## src/rtl/spi_slave_pkg.sv

```systemverilog
// Shared SPI constants: slave and master state encodings plus synchronizer depth.
package spi_slave_pkg;

  localparam int SYNC_STAGES = 2;

  typedef enum logic {
    ST_IDLE  = 1'b0,
    ST_SHIFT = 1'b1
  } slave_state_t;

  typedef enum logic [1:0] {
    M_IDLE = 2'd0,
    M_LOAD = 2'd1,
    M_XFER = 2'd2,
    M_DONE = 2'd3
  } master_state_t;

endpackage

```

## src/rtl/spi_slave_sync_edge.sv

```systemverilog
// Multi-flop synchronizer for one asynchronous input with rise/fall detection
// against a history flop; RESET_VAL matches the line's idle level.
module sync_edge
  import spi_slave_pkg::*;
#(
  parameter logic RESET_VAL = 1'b0
) (
  input  logic i_clk,
  input  logic i_rst,
  input  logic i_async,
  output logic o_rise,
  output logic o_fall
);

  logic [SYNC_STAGES-1:0] r_chain;
  logic                   r_hist;
  logic                   w_sync;

  always_ff @(posedge i_clk or posedge i_rst) begin
    if (i_rst) begin
      r_chain <= {SYNC_STAGES{RESET_VAL}};
      r_hist  <= RESET_VAL;
    end else begin
      r_chain <= {r_chain[SYNC_STAGES-2:0], i_async};
      r_hist  <= r_chain[SYNC_STAGES-1];
    end
  end

  assign w_sync = r_chain[SYNC_STAGES-1];
  assign o_rise = w_sync & ~r_hist;
  assign o_fall = ~w_sync & r_hist;

endmodule

```

## src/rtl/spi_slave.sv

```systemverilog
// Mode-0 SPI slave, oversampled by clk: full-duplex word shifting with
// back-to-back words, abort on early deselect and a registered miso.
module spi_slave
  import spi_slave_pkg::*;
#(
  parameter int DATA_WIDTH    = 16,
  parameter int BIT_CNT_WIDTH = 4
) (
  input  logic                  clk,
  input  logic                  rst,
  input  logic                  sck,
  input  logic                  ss_n,
  input  logic                  mosi,
  output logic                  miso,
  input  logic [DATA_WIDTH-1:0] data_in,
  output logic [DATA_WIDTH-1:0] data_out,
  output logic                  new_data,
  output logic                  busy,
  output logic                  abort
);

  logic w_sck_rise, w_sck_fall, w_ss_rise, w_ss_fall;
  logic w_mosi_sync, w_last, w_complete;

  logic [SYNC_STAGES-1:0]   r_mosi_chain;
  slave_state_t             r_state;
  logic [DATA_WIDTH-1:0]    r_tx;
  logic [DATA_WIDTH-1:0]    r_rx;
  logic [DATA_WIDTH-1:0]    r_data_out;
  logic [BIT_CNT_WIDTH-1:0] r_cnt;
  logic                     r_miso;
  logic                     r_new_data;
  logic                     r_abort;

  sync_edge #(.RESET_VAL(1'b0)) u_sck_sync (
    .i_clk  (clk),
    .i_rst  (rst),
    .i_async(sck),
    .o_rise (w_sck_rise),
    .o_fall (w_sck_fall)
  );

  sync_edge #(.RESET_VAL(1'b1)) u_ss_sync (
    .i_clk  (clk),
    .i_rst  (rst),
    .i_async(ss_n),
    .o_rise (w_ss_rise),
    .o_fall (w_ss_fall)
  );

  // mosi only needs the same delay as sck so the sampled bit lines up with the edge
  always_ff @(posedge clk or posedge rst) begin
    if (rst) r_mosi_chain <= '0;
    else     r_mosi_chain <= {r_mosi_chain[SYNC_STAGES-2:0], mosi};
  end

  assign w_mosi_sync = r_mosi_chain[SYNC_STAGES-1];
  assign w_last      = (r_cnt == {BIT_CNT_WIDTH{1'b1}});
  assign w_complete  = w_sck_rise & w_last;

  always_ff @(posedge clk or posedge rst) begin
    if (rst) begin
      r_state    <= ST_IDLE;
      r_tx       <= '0;
      r_rx       <= '0;
      r_data_out <= '0;
      r_cnt      <= '0;
      r_miso     <= 1'b0;
      r_new_data <= 1'b0;
      r_abort    <= 1'b0;
    end else begin
      r_new_data <= 1'b0;
      r_abort    <= 1'b0;
      case (r_state)
        ST_IDLE: begin
          r_miso <= 1'b0;
          if (w_ss_fall) begin
            r_state <= ST_SHIFT;
            r_tx    <= data_in;
            r_rx    <= '0;
            r_cnt   <= '0;
            r_miso  <= data_in[DATA_WIDTH-1];
          end
        end
        ST_SHIFT: begin
          if (w_sck_rise) begin
            r_rx  <= {r_rx[DATA_WIDTH-2:0], w_mosi_sync};
            r_cnt <= r_cnt + 1'b1;
            if (w_last) begin
              r_data_out <= {r_rx[DATA_WIDTH-2:0], w_mosi_sync};
              r_new_data <= 1'b1;
              r_tx       <= data_in;
            end
          end else if (w_sck_fall) begin
            // a fall with the counter at zero follows a reload: present the new MSB unshifted
            if (r_cnt == '0) begin
              r_miso <= r_tx[DATA_WIDTH-1];
            end else begin
              r_tx   <= {r_tx[DATA_WIDTH-2:0], 1'b0};
              r_miso <= r_tx[DATA_WIDTH-2];
            end
          end
          if (w_ss_rise) begin
            r_state <= ST_IDLE;
            r_miso  <= 1'b0;
            if ((r_cnt != '0) && !w_complete) r_abort <= 1'b1;
          end
        end
        default: r_state <= ST_IDLE;
      endcase
    end
  end

  assign miso     = r_miso;
  assign data_out = r_data_out;
  assign new_data = r_new_data;
  assign abort    = r_abort;
  assign busy     = (r_state == ST_SHIFT);

endmodule

```

## config.mk

```make
export PLATFORM = sky130hd
export DESIGN_NAME = spi_slave
export DESIGN_NICKNAME = d
export VERILOG_FILES = /design/src/rtl/spi_slave_pkg.sv /design/src/rtl/spi_slave_sync_edge.sv /design/src/rtl/spi_slave.sv
export SDC_FILE = /design/constraint.sdc
export NUM_CORES = 1
export LEC_CHECK = 0
export BUFFER_PORTS_ARGS = -buffer_cell sky130_fd_sc_hd__buf_2
export CORE_AREA = 10 10 71 97
export CTS_BUF_LIST = sky130_fd_sc_hd__clkbuf_2
export CTS_CLUSTER_DIAMETER = 120
export DETAILED_ROUTE_END_ITERATION = 7
export DIE_AREA = 0 0 81 107
export GPL_ROUTABILITY_DRIVEN = 0
export MAX_ROUTING_LAYER = met4
export PLACE_DENSITY = 0.8
export SYNTH_ARGS = -nofsm -noshare
export SYNTH_HDL_FRONTEND = slang
export SYNTH_SLANG_ARGS = --single-unit
```

## constraint.sdc

```tcl
create_clock -name clk -period 1.9 [get_ports clk]
set_input_delay 0.095 -clock clk [delete_from_list [all_inputs] [get_ports clk]]
set_output_delay 0.095 -clock clk [all_outputs]
set_load 0.1 [all_outputs]
```

==> results of run 1 <==
-- cell families after synthesis --
logic type	count (synthesis)
DFF	63
muxes	48
xor gates and xnor gates	2
and+or+nand+nor	23
buffers and inverters	13
adders and majority gates	2
AOI/OAI and AO/OA	21
-- what timing repair did --
| action | in CTS | in global routing |
|---|---|---|
| hold endpoints to repair | 80 | 0 |
| setup endpoints to repair | 0 | 32 |
| hold buffers | 20 | 0 |
| gates resized for setup | 0 | 6 |
-- cell type report --
type	instances	share of cell area
timing repair buffer	70	0.152
tap	66	0.0258
sequential	63	0.494
inverter	5	0.00586
clock buffer	9	0.0141
clock inverter	7	0.0199
multi-input combinational	96	0.288
-- sequential cells by signal, summed over array words and instances (netlist names) --
register            cells
abort                   1
busy                    1
data_out               16
miso                    1
new_data                1
r_cnt                   4
r_mosi_chain            2
r_rx                   15
r_tx                   16
u_sck_sync.r_chain      2
u_sck_sync.r_hist       1
u_ss_sync.r_chain       2
u_ss_sync.r_hist        1
-- layer usage --
metal  vias up  GRT usage
li1        765          -
met5         -          -
met4         0     0.0558
met1       778      0.138
met2        35      0.178
met3         2     0.0418
-- per-stage QoR --
stage	worst slack, ns	setup TNS [ns]	utilization	std cells
3_5_place_dp	0.0431	0	0.562	280
5_1_grt	-0.0432	-0.361	0.626	316
3_3_place_gp	0.0935	0	0.562	280
6_report	0.0257	0	0.626	316
2_1_floorplan	-0.154	-1.64	-	172
4_1_cts	0.00100	0	0.622	316
-- power breakdown --
group	switching [mW]	leakage, nW	total (mW)	internal (mW)
Clock	0.453	0.0651	0.745	0.292
Sequential	0.135	0.817	1.70	1.57
Combinational	0.306	0.751	0.771	0.464
Total	0.895	1.63	3.22	2.32
-- worst paths after layout --
path | start | end | slack [ns] | depth (start not counted)
worst max-delay path | r_cnt[0] | r_tx[13] | 0.03 | 7
worst min-delay path | rst | data_out[0] | 0.14 | 3
worst max register to register | r_cnt[0] | r_tx[13] | 0.03 | 7
worst min register to register | u_ss_sync.r_chain[0] | u_ss_sync.r_chain[1] | 0.37 | 0
max in group asynchronous | rst | u_ss_sync.r_hist | 1.14 | 4
min in group clk | mosi | r_mosi_chain[0] | 0.27 | 2
-- cell usage after synthesis (all sizes together) --
library cell / instances
nand2b: 3
a21o: 1
a22o: 16
and3b: 1
a21oi: 1
buf: 5
nand3: 1
inv: 5
nor3b: 1
nor2b: 2
a31oi: 1
o211ai: 1
mux2i: 2
nand4: 1
nor3: 1
nor2: 4
mux2: 46
ha: 2
dfrtp: 60
o21ai: 1
xor2: 2
or3b: 1
nand2: 8
dfstp: 3
clkbuf: 3
-- worst max-delay path, cell delays in order (launching register included) --
cell	delay, ns
dfrtp_1	0.42
inv_2	0.06
ha_1	0.12
or3b_4	0.39
a31oi_1	0.18
nand2b_1	0.11
buf_12	0.18
mux2_1	0.31
==> flow_summary.json, run 1 <==
{
  "wire_per_inst_um": 14.5,
  "die_w_um": 81,
  "min_path_type": "input pin to async pin",
  "dieArea_mm2": 0.00867,
  "numPortBuffers": 40,
  "cts_setup_buffers": 0,
  "drt_wl_total_um": 4600,
  "cts_buffers": 9,
  "drt_iter0_drc": 30,
  "synth_compound_area_frac": 0.0671,
  "rsz0062_at_grt": "true",
  "netlist_area_mm2": 0.00255,
  "final_area_mm2": 0.00320,
  "synth-seq-cells": 63,
  "wl_met2_um": 2250,
  "period_needed_ns": 1.87,
  "synthTopCellsByArea": "dfrtp_1, mux2_2, a22o_1",
  "num-fill-cells": 426,
  "top_layer": "met4",
  "hold_violations": 0,
  "grt_max_degree": 21,
  "cp.arrival_ns": 2.22,
  "startpoint_type": "flip-flop",
  "route.met3.wl_um": 231,
  "p_per_area_mw_per_mm2": 1000,
  "synth.distinct_cells": 30,
  "clock_skew_ns": 0.0167,
  "dr.pass1.iters": 4,
  "layout_commonest_cell": "dfrtp_1",
  "vdd_drop_max_mv": 0.462,
  "synth_top_area_frac": 0.588,
  "cp.required_ns": 2.25,
  "cts_tree": "done",
  "worstMarginPinSlew_ns": 0.682,
  "synth_simple_gate_area_frac": 0.0470,
  "multiInputGateArea_um2": 923,
  "n_antenna_cell": 0,
  "vias": 1580,
  "overflow": 0,
  "seq_area_mm2": 0.00158,
  "cts_max_level": 3,
  "clock_path_buffers": 2,
  "critPathKind": "flip-flop to flip-flop",
  "m1WireLength_um": 2090,
  "synth_nets": 195,
  "clkTransAtPathRegs_ns": 0.17,
  "total_power_mw": 3.22,
  "drive_gt1_frac": 0.444,
  "insertion_delay_ns": 0.46,
  "ant_nets": 0,
  "crit_path_end_kind": "flip-flop",
  "yosysTopAreaCell": "dfrtp_1",
  "first_global_vias": 1637,
  "yosys.area_share.xor_xnor": 0.00686,
  "area_growth_pct": 25.4,
  "syn_avg_cell_area_um2": 14.9,
  "clock.fmax_mhz": 534,
  "slew_headroom": 0.545,
  "cts.sinks": 63,
  "grt_first_pass_wirelength_um": 7850,
  "critPathMaxFanout": 16,
  "ys_seq_area_frac": 0.619,
  "die_h_um": 107,
  "core_area_mm2": 0.00512,
  "cap_violations": 0,
  "muxShareOfSynthArea": 0.224,
  "drc": 0,
  "viasPerCell": 5.00,
  "whs_ns": 0.136,
  "final_cell_mix": "dfrtp_1, buf_2, mux2_2, dlygate4sd3_1, a22o_1",
  "yosys_warnings": 0,
  "finalSetupViolations": 0,
  "status": "completed",
  "antenna_found_initial": 0,
  "power_leakage_nw": 1.63,
  "row_count": 31,
  "synth-adder-area-share": 0.00979,
  "finalMaxSlewViolations": 0,
  "ioPinCount": 41,
  "clock_tree.root_cell": "clkbuf_2",
  "dp_hpwl_um": 3130,
  "start_util": 0.499,
  "grt_util_all_layers": 0.118,
  "postSynthCellCount": 172,
  "nNetsFinal": 268,
  "dpl-instance-area_mm2": 0.00288,
  "finalCritPeriodShare": 0.986,
  "synth_top_family_by_area": "multiplexers"
}
Note: power is estimated with default switching activity, not from simulation.
==> run 2: changes to the inputs <==
--- a/config.mk
+++ b/config.mk
@@ -5,15 +5,15 @@
 export SDC_FILE = /design/constraint.sdc
 export NUM_CORES = 1
 export LEC_CHECK = 0
-export BUFFER_PORTS_ARGS = -buffer_cell sky130_fd_sc_hd__buf_2
 export CORE_AREA = 10 10 71 97
 export CTS_BUF_LIST = sky130_fd_sc_hd__clkbuf_2
 export CTS_CLUSTER_DIAMETER = 120
 export DETAILED_ROUTE_END_ITERATION = 7
 export DIE_AREA = 0 0 81 107
+export DONT_BUFFER_PORTS = 1
 export GPL_ROUTABILITY_DRIVEN = 0
 export MAX_ROUTING_LAYER = met4
-export PLACE_DENSITY = 0.8
+export PLACE_DENSITY = 0.72
 export SYNTH_ARGS = -nofsm -noshare
 export SYNTH_HDL_FRONTEND = slang
 export SYNTH_SLANG_ARGS = --single-unit
==> run 2 against run 1 <==
  * Worst setup slack better by 0.0099 ns
  * Design area is 0.70% higher
  * Largest power group unchanged
  * Highest routed layer unchanged
  * Flip-flop and latch count stayed put
  * Sequential power hardly changed
  * Sequential share of layout area is 0.34 points lower
==> flow_summary.json, run 2 (synthesized netlist as in run 1, its figures left out) <==
{
  "drive_gt1_frac": 0.407,
  "cp_slowest_cell": "dfrtp_1",
  "seq_power_share": 0.497,
  "pwr-share-clk": 0.256,
  "critPathKind": "flip-flop to flip-flop",
  "drc": 0,
  "ioPinCount": 41,
  "startpoint_type": "flip-flop",
  "vias": 1574,
  "clock_skew_ns": 0.0199,
  "drt_wl_total_um": 4860,
  "cap_violations": 0,
  "cts_max_level": 3,
  "status": "completed",
  "finalMaxSlewViolations": 0,
  "clock_tree.root_cell": "clkbuf_2",
  "crit_path_end_kind": "flip-flop",
  "finalCritPeriodShare": 0.981,
  "numPortBuffers": 0,
  "cp.required_ns": 2.28,
  "hold_violations": 0,
  "worst_path_dominant_cell_family": "simple AND/OR/NAND/NOR gates",
  "dp.cells": 258,
  "final_cell_mix": "dfrtp_1, buf_4, mux2_2, dlygate4sd3_1, a22o_1",
  "n_antenna_cell": 0,
  "wire_per_inst_um": 16.3,
  "area_growth_pct": 26.2,
  "antenna_found_initial": 0,
  "multiInputGateArea_um2": 940,
  "num-fill-cells": 409,
  "slowest_delay_ns": 0.42,
  "grt_first_pass_wirelength_um": 8120,
  "grt_util_all_layers": 0.122,
  "critPathLaunch": "r_cnt[0]",
  "seq_area_mm2": 0.00158,
  "cts_buffers": 9,
  "critPathMaxFanout": 8,
  "die_h_um": 107,
  "swShare": 0.268,
  "worstMarginPinSlew_ns": 0.704,
  "final_area_mm2": 0.00323,
  "rsz0062_at_grt": "true",
  "insertion_delay_ns": 0.49,
  "layout_commonest_cell": "dfrtp_1",
  "dr.pass1.iters": 4,
  "first_global_vias": 1703,
  "nNetsFinal": 249,
  "r2r_cells": 7,
  "cts.sinks": 63,
  "p_switching_uw": 919,
  "cp.arrival_ns": 2.25,
  "r2r_slack_ns": 0.04,
  "drt_iter0_drc": 74,
  "ant_nets": 0,
  "dp_hpwl_um": 3160,
  "worstPathCellList": "inv_2, ha_4, or3b_4, a31oi_1, nand2b_1, clkbuf_16, mux2_4",
  "p_per_area_mw_per_mm2": 1060,
  "dieArea_mm2": 0.00867,
  "row_count": 31,
  "clock.fmax_mhz": 536,
  "core_area_mm2": 0.00512,
  "overflow": 0,
  "dpl-instance-area_mm2": 0.00282,
  "timing.rr.start": "r_cnt[0]",
  "die_w_um": 81,
  "finalSetupViolations": 0,
  "cts_tree": "done",
  "clock_path_buffers": 2,
  "total_power_mw": 3.43,
  "grt_max_degree": 64,
  "power_leakage_nw": 1.59,
  "vdd_drop_max_mv": 0.572,
  "slew_headroom": 0.530,
  "clkTransAtPathRegs_ns": 0.15,
  "min_path_type": "input pin to async pin",
  "start_util": 0.499,
  "intPower_mw": 2.51,
  "combPwrFrac": 0.247,
  "viasPerCell": 5.30,
  "crit_buf_inv": 2,
  "period_needed_ns": 1.86,
  "reg2reg_to": "r_tx[4]",
  "finalNonFillerCells": 297
}
==> run 2: changes by cell type in the layout (fill, tap and decap cells not counted), sizes merged <==
cell / change
buf: -20
bufinv: +1
clkbuf: +3
clkinv: -1
clkinvlp: -2
==> run 2: per-layer routing <==
metal	vias up	track usage	part of all wire
met2	40	0.181	0.49
met1	802	0.142	0.44
met5	-	-	0
li1	723	-	-
met4	0	0.0583	0.019
met3	9	0.0468	0.046
==> run 2: worst max-delay path by stage <==
stage / end / slack, ns / cells after the start
after floorplan: r_tx[10] / -0.15 / 7
after global placement: r_rx[5] / 0.08 / 4
after detailed placement: r_rx[5] / -0.03 / 4
after CTS: r_tx[1] / 0.01 / 7
after global routing: r_tx[4] / -0.03 / 7
final: r_tx[4] / 0.04 / 7
==> run 2: repair_timing <==
item                                    4_1_cts  5_1_grt
gates resized for setup                       1        9
cloned                                        0        1
pin swaps                                     0        2
hold buffers                                 20        0
endpoints found under the hold margin        83        0
setup buffers                                 0        2
endpoints found under the setup margin       17       15
==> run 2: power by group through the flow <==
| stage | Combinational, mW | Sequential (mW) | Clock [mW] |
|---|---|---|---|
| detailed placement | 0.704 | 1.73 | 0 |
| finish | 0.849 | 1.71 | 0.877 |
| CTS | 0.742 | 1.70 | 0.907 |
| global route | 0.917 | 1.74 | 0.963 |
| global placement | 0.666 | 1.71 | 0 |
| floorplan | 0.504 | 1.75 | 0 |
==> run 2: area by class of cell <==
type	instances	area share
tap	66	0.0256
timing repair buffer	51	0.147
clock inverter	5	0.0225
sequential	63	0.490
inverter	5	0.00582
multi-input combinational	96	0.291
clock buffer	11	0.0171
==> run 2: per-stage QoR <==
step	utilization	setup TNS (ns)	worst slack, ns	hold WS, ns
final	0.630	0	0.0356	0.0957
after global routing	0.630	-0.268	-0.0327	0.0801
after CTS	0.616	0	0.0108	0.0899
after detailed placement	0.552	-0.204	-0.0334	0.0699
after global placement	0.552	0	0.0763	0.0630
after floorplan	-	-1.64	-0.154	0.0995
==> run 2: tightest hold or removal path: stages <==
cell and delay (ns):
dlygate4sd3_1 0.55, inv_2 0.07, buf_12 0.27
==> run 3: changes to the inputs <==
--- a/config.mk
+++ b/config.mk
@@ -14,6 +14,7 @@
 export GPL_ROUTABILITY_DRIVEN = 0
 export MAX_ROUTING_LAYER = met4
 export PLACE_DENSITY = 0.72
+export SETUP_SLACK_MARGIN = 0.05
 export SYNTH_ARGS = -nofsm -noshare
 export SYNTH_HDL_FRONTEND = slang
 export SYNTH_SLANG_ARGS = --single-unit
==> run 3 against run 2 <==
  * Highest routed layer unchanged
  * Clock skew about the same
  * Worst setup slack improved by 0.0042 ns
  * Critical path type unchanged
  * Design area did not move
  * Critical path depth is the same
==> flow_summary.json, run 3 (synthesized netlist as in run 1, its figures left out) <==
{
  "status": "completed",
  "cts.sinks": 63,
  "total_power_mw": 3.43,
  "numPortBuffers": 0,
  "clock_skew_ns": 0.0199,
  "antenna_found_initial": 0,
  "r2r_slack_ns": 0.04,
  "viasPerCell": 5.29,
  "drive_gt1_frac": 0.407,
  "worstMarginPinSlew_ns": 0.713,
  "crit_path_end_kind": "flip-flop",
  "row_count": 31,
  "area_growth_pct": 26.2,
  "finalSetupViolations": 0,
  "insertion_delay_ns": 0.48,
  "clock.fmax_mhz": 538,
  "die_h_um": 107,
  "start_util": 0.499,
  "vias": 1571,
  "cts_max_level": 3,
  "critPathLaunch": "r_cnt[0]",
  "critPathKind": "flip-flop to flip-flop",
  "critPathMaxFanout": 8,
  "grt_util_all_layers": 0.122,
  "first_global_vias": 1705,
  "overflow": 0,
  "p_per_area_mw_per_mm2": 1060,
  "ant_nets": 0,
  "core_area_mm2": 0.00512,
  "drc": 0,
  "dr.pass1.iters": 4,
  "hold_violations": 0,
  "timing.rr.start": "r_cnt[0]",
  "clock_path_buffers": 2,
  "cp-endpoint": "r_tx[4]",
  "finalCritPeriodShare": 0.979,
  "cts_buffers": 9,
  "whs_ns": 0.0979,
  "final_cell_mix": "dfrtp_1, buf_4, mux2_2, dlygate4sd3_1, a22o_1",
  "cp.required_ns": 2.28,
  "period_needed_ns": 1.86,
  "clock_tree.root_cell": "clkbuf_2",
  "grt_first_pass_wirelength_um": 8120,
  "vdd_drop_max_mv": 0.572,
  "utilization": 0.630,
  "power_leakage_nw": 1.59,
  "layout_commonest_cell": "dfrtp_1",
  "die_w_um": 81,
  "cap_violations": 0,
  "dp_hpwl_um": 3160,
  "dpl-instance-area_mm2": 0.00282,
  "cts_tree": "done",
  "slew_headroom": 0.524,
  "nNetsFinal": 249,
  "ioPinCount": 41,
  "cp.arrival_ns": 2.24,
  "grt_max_degree": 64,
  "startpoint_type": "flip-flop",
  "rsz0062_at_grt": "true",
  "wire_per_inst_um": 16.3,
  "fin_tns_setup_ns": 0,
  "reg2reg_to": "r_tx[4]",
  "r2r_cells": 7,
  "drt_wl_total_um": 4850,
  "clkTransAtPathRegs_ns": 0.16,
  "dieArea_mm2": 0.00867,
  "drt_iter0_drc": 73,
  "min_path_type": "input pin to async pin",
  "final_area_mm2": 0.00323,
  "n_antenna_cell": 0,
  "finalMaxSlewViolations": 0
}
==> run 3: cell counts in the layout (fill, tap and decap cells not counted) <==
No cell type changed its count.
==> run 3: worst min-delay path by stage <==
stage,endpoint,cells past startpoint,from
5_1_grt,r_tx[7],3,rst
2_1_floorplan,u_ss_sync.r_chain[0],0,ss_n
3_5_place_dp,data_out[10],2,rst
4_1_cts,r_tx[7],3,rst
3_3_place_gp,r_tx[4],2,rst
6_report,r_tx[7],3,rst
==> run 3: final cells by class <==
class / instances / area, um2
Timing Repair Buffer: 51 / 475
Inverter: 5 / 18.8
Clock buffer: 11 / 55.1
Fill cell: 409 / 1890
Multi-Input combinational cell: 96 / 940
Sequential cell: 63 / 1580
Tap cell: 66 / 82.6
Clock inverter: 5 / 72.6
==> run 3: routing by layer <==
metal / share of wire / track usage
met5: 0 / -
met4: 0.019 / 0.0583
met3: 0.049 / 0.0468
met2: 0.49 / 0.181
met1: 0.44 / 0.142
==> run 3: where the power goes <==
part,leakage (nW),internal (mW),switching [mW]
logic,0.690,0.508,0.338
clock network,0.0810,0.437,0.440
registers,0.817,1.57,0.139
total,1.59,2.51,0.916
==> run 3: critical path, stage by stage, from the launching register on <==
cell and delay (ns):
dfrtp_1 0.42, inv_2 0.08, ha_4 0.11, or3b_4 0.37
a31oi_1 0.13, nand2b_1 0.15, clkbuf_16 0.21, mux2_4 0.29
==> run 3: timing repair <==
item                                    4_1_cts  5_1_grt
endpoints found under the setup margin       30       15
cloned                                        0        1
pin swaps                                     0        2
hold buffers                                 20        0
buffers inserted                              0        2
endpoints found under the hold margin        83        0
resized for setup                             1        9
==> run 3: stage by stage <==
| step | setup WS (ns) | instances |
|---|---|---|
| detailed placement | -0.0334 | 258 |
| global placement | 0.0763 | 258 |
| finish | 0.0398 | 297 |
| global route | -0.0327 | 297 |
| floorplan | -0.154 | 172 |
| CTS | 0.0108 | 294 |
